### config.mk
export PLATFORM = sky130hd
export DESIGN_NAME = cast_rr_arbiter
export DESIGN_NICKNAME = d
export VERILOG_FILES = /design/src/rtl/cast_rr_arbiter.sv
export SDC_FILE = /design/constraint.sdc
export NUM_CORES = 1
export LEC_CHECK = 0
export CAP_MARGIN = 5
export CORE_MARGIN = 1
export CORE_UTILIZATION = 49
export CTS_BUF_LIST = sky130_fd_sc_hd__clkbuf_4 sky130_fd_sc_hd__clkbuf_8
export CTS_CLUSTER_SIZE = 28
export DETAILED_ROUTE_END_ITERATION = 12
export GPL_TIMING_DRIVEN = 1
export PLACE_DENSITY = 0.88
export SLEW_MARGIN = 20
export SYNTH_ARGS = -nofsm -noshare
export SYNTH_HDL_FRONTEND = slang
export SYNTH_SLANG_ARGS = --single-unit
### constraint.sdc
create_clock -name clk -period 5.5 [get_ports clk]
set_clock_uncertainty 0.05 [all_clocks]
set_input_delay 0.55 -clock clk [delete_from_list [all_inputs] [get_ports clk]]
set_output_delay 0.55 -clock clk [all_outputs]
set_load 0.01 [all_outputs]
### src/rtl/cast_rr_arbiter.sv
// Round-robin arbiter feeding a shared two-stage signed fixed-point cast pipeline.
// Optional feature: define CAST_RR_ROUND_EN for round-half-up instead of truncation.
module cast_rr_arbiter #(
  parameter int unsigned N_REQ      = 4,
  parameter int unsigned ID_WIDTH   = 2,
  parameter int unsigned DIN_WIDTH  = 16,
  parameter int unsigned DIN_INT    = 8,
  parameter int unsigned DOUT_WIDTH = 8,
  parameter int unsigned DOUT_INT   = 4
) (
  input  logic                         clk,
  input  logic                         rst,
  input  logic [N_REQ-1:0]             req_valid,
  input  logic [N_REQ*DIN_WIDTH-1:0]   req_data,
  output logic [N_REQ-1:0]             req_ready,
  output logic [DOUT_WIDTH-1:0]        dout,
  output logic                         dout_valid,
  output logic [ID_WIDTH-1:0]          dout_id,
  output logic                         dout_sat
);

  localparam int unsigned FracIn  = DIN_WIDTH - DIN_INT;
  localparam int unsigned FracOut = DOUT_WIDTH - DOUT_INT;
  localparam int unsigned Shift   = FracIn - FracOut;
  // One guard bit so the rounding add can never wrap.
  localparam int unsigned ExtW    = DIN_WIDTH + 1;

  localparam logic signed [ExtW-1:0] SatMax =
    {{(ExtW - DOUT_WIDTH + 1){1'b0}}, {(DOUT_WIDTH - 1){1'b1}}};
  localparam logic signed [ExtW-1:0] SatMin =
    {{(ExtW - DOUT_WIDTH + 1){1'b1}}, {(DOUT_WIDTH - 1){1'b0}}};

`ifdef CAST_RR_ROUND_EN
  localparam int unsigned HalfPos = (Shift > 0) ? Shift - 1 : 0;
  localparam logic signed [ExtW-1:0] HalfLsb =
    (Shift > 0) ? (ExtW'(1) << HalfPos) : '0;
`endif

  // Arbitration
  logic [ID_WIDTH-1:0]  r_ptr;
  logic [ID_WIDTH-1:0]  w_idx;
  logic [ID_WIDTH-1:0]  w_gnt_id;
  logic [ID_WIDTH-1:0]  w_ptr_nxt;
  logic                 w_gnt_any;
  logic [N_REQ-1:0]     w_grant;
  logic [DIN_WIDTH-1:0] w_gnt_data;

  always_comb begin
    w_grant   = '0;
    w_gnt_id  = '0;
    w_gnt_any = 1'b0;
    w_idx     = '0;
    for (int k = 0; k < int'(N_REQ); k++) begin
      w_idx = ID_WIDTH'((32'(r_ptr) + 32'(k)) % N_REQ);
      if (!w_gnt_any && req_valid[w_idx]) begin
        w_grant[w_idx] = 1'b1;
        w_gnt_id       = w_idx;
        w_gnt_any      = 1'b1;
      end
    end
    // Reset blocks every grant so nothing enters the pipe while it is being cleared.
    if (rst) begin
      w_grant   = '0;
      w_gnt_any = 1'b0;
    end
  end

  always_comb begin
    w_gnt_data = '0;
    for (int i = 0; i < int'(N_REQ); i++) begin
      if (w_grant[i]) begin
        w_gnt_data = req_data[i*DIN_WIDTH +: DIN_WIDTH];
      end
    end
  end

  assign w_ptr_nxt = (w_gnt_id == ID_WIDTH'(N_REQ - 1)) ? '0 : w_gnt_id + ID_WIDTH'(1);
  assign req_ready = w_grant;

  // Stage 1: capture the granted word
  logic                 r_s1_valid;
  logic [DIN_WIDTH-1:0] r_s1_data;
  logic [ID_WIDTH-1:0]  r_s1_id;

  always_ff @(posedge clk or posedge rst) begin
    if (rst) begin
      r_s1_valid <= 1'b0;
      r_s1_data  <= '0;
      r_s1_id    <= '0;
      r_ptr      <= '0;
    end else begin
      r_s1_valid <= w_gnt_any;
      if (w_gnt_any) begin
        r_s1_data <= w_gnt_data;
        r_s1_id   <= w_gnt_id;
        r_ptr     <= w_ptr_nxt;
      end
    end
  end

  // Cast: optional rounding, arithmetic shift (floor), then clamp.
  logic signed [ExtW-1:0]   w_ext;
  logic signed [ExtW-1:0]   w_rnd;
  logic signed [ExtW-1:0]   w_shr;
  logic                     w_sat_hi;
  logic                     w_sat_lo;
  logic [DOUT_WIDTH-1:0]    w_cast;

  always_comb begin
    w_ext = {r_s1_data[DIN_WIDTH-1], r_s1_data};
`ifdef CAST_RR_ROUND_EN
    w_rnd = w_ext + HalfLsb;
`else
    w_rnd = w_ext;
`endif
    w_shr    = w_rnd >>> Shift;
    w_sat_hi = (w_shr > SatMax);
    w_sat_lo = (w_shr < SatMin);
    if (w_sat_hi) begin
      w_cast = {1'b0, {(DOUT_WIDTH - 1){1'b1}}};
    end else if (w_sat_lo) begin
      w_cast = {1'b1, {(DOUT_WIDTH - 1){1'b0}}};
    end else begin
      w_cast = w_shr[DOUT_WIDTH-1:0];
    end
  end

  // Stage 2: registered result, held while idle
  logic                  r_dout_valid;
  logic [DOUT_WIDTH-1:0] r_dout;
  logic [ID_WIDTH-1:0]   r_dout_id;
  logic                  r_dout_sat;

  always_ff @(posedge clk or posedge rst) begin
    if (rst) begin
      r_dout_valid <= 1'b0;
      r_dout       <= '0;
      r_dout_id    <= '0;
      r_dout_sat   <= 1'b0;
    end else begin
      r_dout_valid <= r_s1_valid;
      if (r_s1_valid) begin
        r_dout     <= w_cast;
        r_dout_id  <= r_s1_id;
        r_dout_sat <= w_sat_hi | w_sat_lo;
      end
    end
  end

  assign dout       = r_dout;
  assign dout_valid = r_dout_valid;
  assign dout_id    = r_dout_id;
  assign dout_sat   = r_dout_sat;

endmodule

==> impl_metrics.env <==
export IMPL_status="finished clean"
export IMPL_regToRegEndpoint="r_s1_data[14]"
export IMPL_vias=2032
export IMPL_insertion_delay_ns=0.28
export IMPL_cts_tree="built"
export IMPL_dr_pass1_iters=4
export IMPL_end_kind="primary output"
export IMPL_hold_path_end="r_s1_id[1]"
export IMPL_path_clk_slew_ns=0.06
export IMPL_drtIter0Drc=115
export IMPL_finalCritPeriodShare_pct=86.9
export IMPL_placementRows=24
export IMPL_grt_max_degree=23
export IMPL_tns_ns=0
export IMPL_nets=370
export IMPL_synth_largest_area_cell="dfrtp_1"
export IMPL_reg2reg_slack_ns=1.14
export IMPL_numClockSinks=29
export IMPL_via_per_inst=5.91
export IMPL_critical_path_max_fanout=22
export IMPL_cts_inserted_buffers=5
export IMPL_slew_viol_final=0
export IMPL_p_leak_uw=0.00128
export IMPL_use_met2_pct=41.1
export IMPL_hold_buffers=0
export IMPL_cp_required_ns=4.90
export IMPL_placedCellCount=337
export IMPL_critPathArrivalTime_ns=4.18
export IMPL_worst_pin_slew_ns=0.795
export IMPL_max_stage_delay_ns=0.86
export IMPL_post_cts_buffers=0
export IMPL_setup_viol=0
export IMPL_drive_gt1_share_pct=15.1
export IMPL_slowest_stage="dfrtp_1"
export IMPL_areaGrowthSynthToFinish_pct=34.2
export IMPL_synth_most_common_cell="dfrtp_1"
export IMPL_place_detailed_hpwl_um=4280
export IMPL_synth_edf_count=0
export IMPL_drtAntennaViolNets=0
export IMPL_critical_path_startpoint_type="flop"
export IMPL_path_cells="clkinv_1 > ha_1 > mux4_2 > o21ai_1 > a22o_1 > and2_4 > clkdlybuf4s50_1"
export IMPL_met1_usage_pct=32.6
export IMPL_cts_buffer_depth=2
export IMPL_path_class="flop to primary output"
export IMPL_grt_busiest_layer="met2"
export IMPL_gp_congestion=0.877
export IMPL_synth_seq_area_share_pct=32.6
export IMPL_cts_resized=0
export IMPL_instances_no_fill=344
export IMPL_cts_root_buf="clkbuf_8"
export IMPL_syn_inst=229
export IMPL_syn_area_per_cell_um2=9.73
export IMPL_yosysWarnings=0
export IMPL_rsz0062_at_grt="false"
export IMPL_core_area_um2=4350
export IMPL_h_tree_depth=2
export IMPL_synth_area_leaders="dfrtp_1 33%, a221oi_2 13%, mux2i_1 6.3%"
export IMPL_yosysUniqueCellTypes=49
export IMPL_async_reset_ff_share_pct=100
export IMPL_grt_pass1_wl_um=9600
export IMPL_slew_headroom_pct=47.0
export IMPL_syn_nets=307
export IMPL_vdd_drop_max_mv=0.384
export IMPL_synth_commonest_cells="29 x dfrtp_1, 25 x inv_1, 22 x nor2_1"
export IMPL_initial_core_util_pct=51.1
export IMPL_num_antenna_cells=0
export IMPL_wl_um=5630
export IMPL_synth_seq_cells=29
export IMPL_remaining_drc_errors=0
export IMPL_min_path_type="flop to flop"
export IMPL_grt_usage_pct=25.4
export IMPL_worst_r2r_path_depth=9
export IMPL_hold_start="r_s1_id[1]"
export IMPL_power_density_nw_per_um2=497
export IMPL_die_h_um=69.4
export IMPL_synth_area_um2=2230
export IMPL_overflow=0
export IMPL_design_die_area_um2=4820
export IMPL_io_buffers=69
export IMPL_ys_flop_type="dfrtp_1"
export IMPL_crit_buf_inv=2
export IMPL_synthDominantCellAreaShare_pct=32.6
export IMPL_cap_viol_max_count=0
export IMPL_antenna_found_initial=0
export IMPL_period_needed_ns=4.78
export IMPL_finalHoldViolCount=0
export IMPL_num_io_pins=86
export IMPL_die_w_um=69.4
export IMPL_critPathTopFamily="buffers and inverters"
export IMPL_whs_path_depth=2
export IMPL_grt_pass1_vias=1960
export IMPL_grt_met3_usage_pct=5.81
export IMPL_drt_wirelength_per_cell_um=16.4
export IMPL_fmax_mhz=209
-- power by group --
group / switching, uW / internal [uW] / total [uW]
clock network: 74.2 / 104 / 178
registers: 93.1 / 312 / 405
logic: 474 / 426 / 901
total: 642 / 842 / 1480
-- registers in the layout (all words and copies together), names as in the netlist, named ones only --
register,count
dout_id,2
r_s1_data,12
dout,8
dout_valid,1
dout_sat,1
r_ptr,1
r_s1_valid,1
r_s1_id,2
-- stage by stage --
| step | power, uW | hold WS [ns] | cell area, um2 | util [%] | worst slack (ns) |
|---|---|---|---|---|---|
| floorplan | 1060 | 0.350 | 2230 | - | 2.29 |
| global route | 1600 | 0.457 | 2990 | 68.6 | 0.455 |
| detailed placement | 1310 | 0.411 | 2900 | 66.6 | 1.04 |
| finish | 1480 | 0.422 | 2990 | 68.6 | 0.721 |
| global placement | 1270 | 0.412 | 2900 | 66.6 | 1.15 |
| CTS | 1490 | 0.426 | 2990 | 68.6 | 0.738 |
-- cell families after synthesis --
logic type	after synthesis	share of synthesized area [%]
AO/OA/AOI/OAI	68	28.8
AND/OR/NAND/NOR	59	12.7
buffers and inverters	43	9.21
flip-flops	29	32.6
multiplexers	21	11.9
adder cells (fa/ha/maj)	8	4.49
XOR/XNOR	1	0.393
-- placed cells by master (no fill, tap or decap), types with 4 or more instances in the layout --
cell type        instances
nor2_1                  22
mux4_2                   4
a22oi_2                  4
o21ai_0                  8
clkdlybuf4s50_1         69
a211oi_1                 4
ha_1                     8
nand2_1                 18
clkbuf_8                 6
dfrtp_1                 29
inv_1                   25
mux2i_1                 14
a21oi_1                  6
a221oi_2                19
o22ai_1                  7
-- worst min-delay path: stages (launching register included) --
cell and delay [ns]:
dfrtp_1 0.34, nand2_1 0.05, nand2_1 0.05
-- worst max-delay path by stage --
| stage | start | to | slack [ns] | cells after the start |
|---|---|---|---|---|
| after floorplan | flop | req_ready[1] | 2.29 | 10 |
| after global placement | flop | req_ready[1] | 1.15 | 7 |
| after detailed placement | flop | req_ready[1] | 1.04 | 7 |
| after CTS | flop | req_ready[1] | 0.74 | 7 |
| after global routing | flop | req_ready[1] | 0.45 | 7 |
| final | flop | req_ready[1] | 0.72 | 7 |
-- cell type report --
class	instances	area, um2
Fill cell	324	1370
Multi-Input combinational cell	157	1300
Sequential cell	29	726
Timing Repair Buffer	71	706
Inverter	28	105
Clock buffer	7	90.1
Tap cell	52	65.1
-- per-layer routing --
| layer | vias up | share of wire, % |
|---|---|---|
| li1 | 976 | - |
| met3 | 7 | 5.9 |
| met1 | 969 | 43 |
| met4 | 0 | 1.5 |
| met5 | - | 0 |
| met2 | 80 | 49 |
Power figures use the tool's default switching activity.
